**src/rtl/ipsmacge_rxframer.sv**
```systemverilog
// GE MAC receive framer: preamble/SFD hunt, FCS strip, on-the-fly CRC-32 check, end-of-frame status.
// Pause-frame detection is built only when IPSMACGE_RXPAUSE_EN is defined.
module ipsmacge_rxframer #(
    parameter int MAX_LEN = 1518,
    parameter int MIN_LEN = 64,
    parameter int LEN_DW  = 14
) (
    input  logic              rxclk,
    input  logic              rxrst_,
    input  logic              up_en,
    input  logic              gmii_rxdv,
    input  logic              gmii_rxer,
    input  logic [7:0]        gmii_rxd,
    output logic              rx_vld,
    output logic [7:0]        rx_dat,
    output logic              rx_sop,
    output logic              rx_eop,
    output logic [LEN_DW-1:0] sta_len,
    output logic              sta_fcser,
    output logic              sta_runt,
    output logic              sta_long,
    output logic              sta_gmiier,
    output logic              sta_abort,
    output logic              rx_drop,
    output logic              pau_vld,
    output logic [15:0]       pau_quanta,
    output logic [1:0]        stt_rx
);
    typedef enum logic [1:0] {IDLE = 2'd0, PRM = 2'd1, PAY = 2'd2, DROP = 2'd3} state_t;

    localparam logic [31:0]       CRC_RES = 32'hC704DD7B;
    localparam logic [LEN_DW-1:0] LEN_SAT = '1;
    localparam logic [LEN_DW-1:0] MIN_L   = LEN_DW'(MIN_LEN);
    localparam logic [LEN_DW-1:0] MAX_L   = LEN_DW'(MAX_LEN);
    localparam logic [LEN_DW-1:0] L5      = LEN_DW'(5);
    localparam logic [LEN_DW-1:0] L6      = LEN_DW'(6);

    // MSB-first CRC-32 register fed with each byte LSB first (wire order)
    function automatic logic [31:0] crc_byte(input logic [31:0] c, input logic [7:0] d);
        logic [31:0] r;
        logic [7:0]  b;
        r = c;
        b = d;
        for (int unsigned i = 0; i < 8; i++) begin
            if (r[31] ^ b[0]) r = {r[30:0], 1'b0} ^ 32'h04C11DB7;
            else              r = {r[30:0], 1'b0};
            b = b >> 1;
        end
        return r;
    endfunction

    state_t            state, state_nxt;
    logic [LEN_DW-1:0] len;
    logic [31:0]       crc;
    logic              gmiier;
    logic [4:0][7:0]   dly;
    logic              sof, byte_in, close, cut;
    logic              len_ge5, len_ge6, fcs_bad, is_runt, is_long;

    assign sof     = up_en && (state == PRM) && gmii_rxdv && (gmii_rxd == 8'hD5);
    assign byte_in = up_en && (state == PAY) && gmii_rxdv;
    assign close   = up_en && (state == PAY) && !gmii_rxdv;
    assign cut     = !up_en && (state == PAY);
    assign len_ge5 = len >= L5;
    assign len_ge6 = len >= L6;
    assign fcs_bad = crc != CRC_RES;
    assign is_runt = len < MIN_L;
    assign is_long = len > MAX_L;
    assign stt_rx  = state;

    always_ff @(posedge rxclk or negedge rxrst_) begin
        if (!rxrst_) state <= IDLE;
        else         state <= state_nxt;
    end

    always_comb begin
        state_nxt = state;
        if (!up_en) begin
            state_nxt = IDLE;
        end else begin
            case (state)
                IDLE: if (gmii_rxdv) state_nxt = (gmii_rxd == 8'h55) ? PRM : DROP;
                PRM: begin
                    if (!gmii_rxdv)               state_nxt = IDLE;
                    else if (gmii_rxd == 8'h55)   state_nxt = PRM;
                    else if (gmii_rxd == 8'hD5)   state_nxt = PAY;
                    else                          state_nxt = DROP;
                end
                PAY:  if (!gmii_rxdv) state_nxt = IDLE;
                DROP: if (!gmii_rxdv) state_nxt = IDLE;
                default: state_nxt = IDLE;
            endcase
        end
    end

    always_ff @(posedge rxclk or negedge rxrst_) begin
        if (!rxrst_) begin
            len        <= '0;
            crc        <= '0;
            gmiier     <= 1'b0;
            dly        <= '0;
            rx_vld     <= 1'b0;
            rx_dat     <= '0;
            rx_sop     <= 1'b0;
            rx_eop     <= 1'b0;
            sta_len    <= '0;
            sta_fcser  <= 1'b0;
            sta_runt   <= 1'b0;
            sta_long   <= 1'b0;
            sta_gmiier <= 1'b0;
            sta_abort  <= 1'b0;
            rx_drop    <= 1'b0;
        end else begin
            rx_vld     <= 1'b0;
            rx_dat     <= '0;
            rx_sop     <= 1'b0;
            rx_eop     <= 1'b0;
            sta_len    <= '0;
            sta_fcser  <= 1'b0;
            sta_runt   <= 1'b0;
            sta_long   <= 1'b0;
            sta_gmiier <= 1'b0;
            sta_abort  <= 1'b0;
            rx_drop    <= 1'b0;
            if (sof) begin
                len    <= '0;
                crc    <= '1;
                gmiier <= 1'b0;
                dly    <= '0;
            end
            if (byte_in) begin
                len <= (len == LEN_SAT) ? len : len + 1'b1;
                crc <= crc_byte(crc, gmii_rxd);
                dly <= {dly[3:0], gmii_rxd};
                if (gmii_rxer) gmiier <= 1'b1;
                // dly[4] is byte len-4 after the shift, so the tail 4 bytes (FCS) never leave
                if (len_ge5) begin
                    rx_vld <= 1'b1;
                    rx_dat <= dly[4];
                    rx_sop <= (len == L5);
                end
            end
            // An abort only closes with eop once sop has already gone out
            if (close || cut) begin
                if (close ? len_ge5 : len_ge6) begin
                    rx_vld     <= 1'b1;
                    rx_dat     <= dly[4];
                    rx_sop     <= close && (len == L5);
                    rx_eop     <= 1'b1;
                    sta_len    <= len;
                    sta_fcser  <= fcs_bad;
                    sta_runt   <= is_runt;
                    sta_long   <= is_long;
                    sta_gmiier <= gmiier;
                    sta_abort  <= cut;
                end else begin
                    rx_drop <= 1'b1;
                end
            end
        end
    end

`ifdef IPSMACGE_RXPAUSE_EN
    localparam logic [LEN_DW-1:0] L16 = LEN_DW'(16);
    localparam logic [LEN_DW-1:0] L17 = LEN_DW'(17);

    // {care, value} for header bytes 1..16; the SA bytes are don't-care
    function automatic logic [8:0] pau_ref(input logic [3:0] idx);
        case (idx)
            4'd0:    return 9'h101;
            4'd1:    return 9'h180;
            4'd2:    return 9'h1C2;
            4'd3:    return 9'h100;
            4'd4:    return 9'h100;
            4'd5:    return 9'h101;
            4'd12:   return 9'h188;
            4'd13:   return 9'h108;
            4'd14:   return 9'h100;
            4'd15:   return 9'h101;
            default: return 9'h000;
        endcase
    endfunction

    logic        pau_match;
    logic [15:0] pau_q;
    logic [8:0]  ref_b;

    assign ref_b = pau_ref(len[3:0]);

    always_ff @(posedge rxclk or negedge rxrst_) begin
        if (!rxrst_) begin
            pau_match  <= 1'b0;
            pau_q      <= '0;
            pau_vld    <= 1'b0;
            pau_quanta <= '0;
        end else begin
            pau_vld    <= 1'b0;
            pau_quanta <= '0;
            if (sof) pau_match <= 1'b1;
            if (byte_in) begin
                if (len < L16 && ref_b[8] && gmii_rxd != ref_b[7:0]) pau_match <= 1'b0;
                if (len == L16) pau_q[15:8] <= gmii_rxd;
                if (len == L17) pau_q[7:0]  <= gmii_rxd;
            end
            if (close && len_ge5 && pau_match && !fcs_bad && !gmiier && !is_runt) begin
                pau_vld    <= 1'b1;
                pau_quanta <= pau_q;
            end
        end
    end
`else
    assign pau_vld    = 1'b0;
    assign pau_quanta = '0;
`endif

endmodule
```
**config.mk**
```make
export PLATFORM = sky130hd
export DESIGN_NAME = ipsmacge_rxframer
export DESIGN_NICKNAME = d
export VERILOG_FILES = /design/src/rtl/ipsmacge_rxframer.sv
export SDC_FILE = /design/constraint.sdc
export NUM_CORES = 1
export LEC_CHECK = 0
export CORE_MARGIN = 2
export CORE_UTILIZATION = 56
export DETAILED_ROUTE_END_ITERATION = 10
export GPL_TIMING_DRIVEN = 1
export PLACE_DENSITY = 0.81
export SETUP_SLACK_MARGIN = 0.2
export SYNTH_ARGS = -nofsm -noshare
export SYNTH_HDL_FRONTEND = slang
export SYNTH_SLANG_ARGS = --single-unit
```
**constraint.sdc**
```tcl
create_clock -name rxclk -period 2.7 [get_ports rxclk]
set_clock_uncertainty 0.15 [all_clocks]
set_input_delay 0.27 -clock rxclk [delete_from_list [all_inputs] [get_ports rxclk]]
set_output_delay 0.27 -clock rxclk [all_outputs]
set_load 0.1 [all_outputs]
```
==> reports/results.tsv, run 1 <==
stage	metric	value	unit
yosys	Syn Std Cell Area	5500	µm²
worst_setup_path	CP max stage cell	or4b_4	
route	initial drt markers	244	
clock_tree	CTS tree	yes	
layout	Area Growth Syn to Fin	21.7	%
route	Final ANT Viol Nets	0	
global_routing	vias in the first global route	3816	
layout	# nets final	573	
run_status	status	finished clean	
yosys	yosys warns	0	
power_and_ir_drop	Max rail drop VDD	1110	µV
clock_tree	clk_lat worst skew	0.51	ns
placed_design	Buffers on Ports	45	
power_and_ir_drop	PwrDens	1200	nW/µm²
yosys	post-synthesis sequential area ratio	54.6	%
layout	FF/Latch Area	3000	µm²
layout	share of cells above drive strength 1	18.6	%
global_routing	pin count of the biggest net entering global routing	73	
clock_tree	CTS Sinks	120	
sta	crit share post-route	87.3	%
yosys	share of the synthesized area in the top cell type	54.6	%
sta	crit path time final	2.36	ns
floorplanning	IO Count	63	
layout	fill cell count	694	
worst_setup_path	crit path from	stt_rx[1]	
worst_setup_path	Critical Path AT	2.65	ns
yosys	cell count after synthesis	487	
sta	fmax	424	MHz
placed_design	Placer Congestion	0.936	
sta	# setup viols final	0	
route	wirelength, routed	11.7	mm
floorplanning	Die Ht	103	µm
worst_setup_path	R2R Path Start	stt_rx[1]	
placed_design	DP Wirelength	8.17	mm
route	vias post-DR	3972	
worst_setup_path	startpoint type of the worst setup path	register	
worst_setup_path	Critical Path RT	2.99	ns
yosys	syn_area_per_cell	11.3	µm²
global_routing	Total GRT Usage	23.7	%
layout	Inserted Diodes	0	
sta	fin worst setup slack	0.343	ns
sta	Slew Limit Fails	0	
placed_design	Post-Place Cells	668	
sta	RSZ-0062 raised after global routing	false	
global_routing	initial antenna violation count	0	
yosys	asr flop ratio synth	100	%
global_routing	first-pass GRT wire length	19.2	mm
floorplanning	Starting Density	57.1	%
power_and_ir_drop	P_leak	0.00304	µW
yosys	top_reg_cell synth	dfrtp_1	
worst_setup_path	Setup CP Type	reg -> reg	
flow_run	max-cap check violation count	0	
clock_tree	CTS root buf	clkbuf_8	
route	drt drc	0	
placed_design	DP Worst Slack	0.0607	ns
yosys	Yosys top cell by area	dfrtp_1	
route	total iterations of the first detailed-routing run	5	
floorplanning	# rows	36	
floorplanning	core area	9640	µm²
yosys	synthesized flop and latch total	120	
worst_setup_path	Largest stage delay, worst path	0.60	ns
yosys	Distinct cells, synth	47	
min_path	Min-Delay Path Class	in -> async	
clock_tree	Num CTS Buffers	17	
route	DR vias/cell	5.66	
worst_setup_path	crit path cell chain	or4b_4, nor3_4, o21ai_4, or4_1, a21oi_1	
clock_tree	Worst-path clk slew	0.06	ns
worst_setup_path	worst path bufs/invs	0	
clock_tree	clk buf depth	2	
floorplanning	Die X	103	µm
worst_setup_path	family with the most delay on the worst path	simple AND/OR/NAND/NOR gates	
sta	Least-Margin Pin Slew	0.581	ns
sta	setup tns final	0	ns
sta	Hold Vio Cnt, Final	0	
sta	relative slew slack	61.0	%
yosys	number of synthesized flops with an enable pin	0	
layout	Non-Filler Instances	702	
yosys	largest cells by area after synthesis	dfrtp_1 55%, xnor2_1 8.0%, a22o_1 6.7%	
layout	area of the multi-input gates	2330	µm²
route	routed len/inst	16.7	µm
worst_setup_path	CP Capture Type	register	
clock_tree	H-tree levels	4	
worst_setup_path	Max FO, Critical Path	14	
global_routing	grt total ovfl	0	
floorplanning	Die ar.	10600	µm²
## what timing repair did
action                                  in CTS  in global routing
resized for setup                            0                  0
endpoints found under the setup margin       0                  3
hold buffers                                 1                  0
endpoints found under the hold margin      120                  0
buffers inserted                             0                  1
## registers in the layout (all words and copies together), names as in the netlist
name	cells
dly	40
crc	32
len	14
sta_len	14
rx_dat	8
stt_rx	2
gmiier	1
rx_drop	1
rx_eop	1
rx_sop	1
rx_vld	1
sta_abort	1
sta_fcser	1
sta_gmiier	1
sta_long	1
sta_runt	1
## final cells by class
cell class | count | share of cell area (%)
Tap cell | 133 | 2.49
Timing Repair Buffer | 74 | 9.12
Inverter | 5 | 0.280
Clock buffer | 18 | 6.39
Multi-Input combinational cell | 338 | 34.8
Sequential cell | 120 | 44.9
Clock inverter | 14 | 2.04
## metal layers
layer | track usage, % | wire length (µm)
met1 | 31.4 | 4980
met2 | 39.2 | 6010
met3 | 4.75 | 582
met4 | 8.50 | 138
met5 | 0 | 0
## final timing paths
path | endpoint | slack [ns] | depth (start not counted)
max | len[4] | 0.34 | 5
min | len[10] | 0.07 | 2
max reg2reg | len[4] | 0.34 | 5
min reg2reg | rx_dat[5] | 0.34 | 1
max in group asynchronous | dly[29] | 1.68 | 3
min in group rxclk | gmiier | 0.21 | 2
## synthesized netlist by cell type (2+ instances only)
cell type / n
buf_4: 17
a21boi_0: 2
o21a_1: 4
nand4b_1: 5
inv_1: 5
a21oi_1: 40
xnor2_2: 2
nor3_1: 10
or4_1: 3
a22o_1: 42
or2_2: 2
nor4bb_1: 2
nand4_1: 5
and2_1: 19
xnor2_1: 50
clkbuf_1: 14
buf_2: 5
o31ai_1: 5
nor4b_1: 2
buf_1: 4
nand3_1: 8
nor2_1: 39
nor4_1: 5
nor2b_1: 2
xor2_1: 16
o21ai_0: 8
dfrtp_1: 120
nand2_1: 11
o311ai_0: 3
and3_1: 7
o2111ai_1: 2
ha_1: 4
o22a_1: 2
or3_1: 8
xor2_2: 2
## metrics by stage
stage / hold slack [ns] / utilization [%] / instance area (µm²) / total power [µW]
floorplan: -0.176 / - / 5560 / 5090
finish: 0.0662 / 69.4 / 6690 / 8000
global placement: 0.0692 / 63.4 / 6110 / 5770
detailed placement: 0.0723 / 63.4 / 6110 / 5870
global route: 0.0845 / 69.4 / 6690 / 8460
CTS: 0.0621 / 69.3 / 6680 / 8040
## worst reg2reg max path: stages (launching register included)
cell and delay (ns):
dfrtp_2 0.46, or4b_4 0.60, nor3_4 0.23, o21ai_4 0.15, or4_1 0.54, a21oi_1 0.15
## power by group
group	total (µW)	leakage, µW	internal (µW)	switching [µW]
registers	2580	0.00155	2200	386
clock network	2110	0.000275	1260	844
logic	3300	0.00122	1600	1700
## cell usage in the layout, fill, tap and decap left out, drive strengths merged, types with 7 or more instances in the layout
master	n
nor2	39
clkdlybuf4s50	11
conb	17
dfrtp	120
and3	7
nand3	8
or3	8
nand2	11
clkbuf	18
nor3	11
buf	62
o21ai	9
a22o	42
xnor2	52
a21oi	40
inv	12
xor2	18
and2	19
## cells by family after synthesis
family                     after synthesis  synth area share (%)
AOI/OAI and AO/OA                      110                  14.0
xor gates and xnor gates                71                  12.1
adders and majority gates                4                 0.910
buffers and inverters                   45                  4.34
DFF                                    120                  54.6
muxes                                    2                 0.387
other                                    1                0.0682
and+or+nand+nor                        134                  13.6
(Power assumes the default switching activity.)
==> run 2: changes to the inputs <==
Settings changed: CTS_CLUSTER_DIAMETER set to 120.
==> results of run 2 <==
The final DEF is identical to that of run 1; final timing and power are the same.
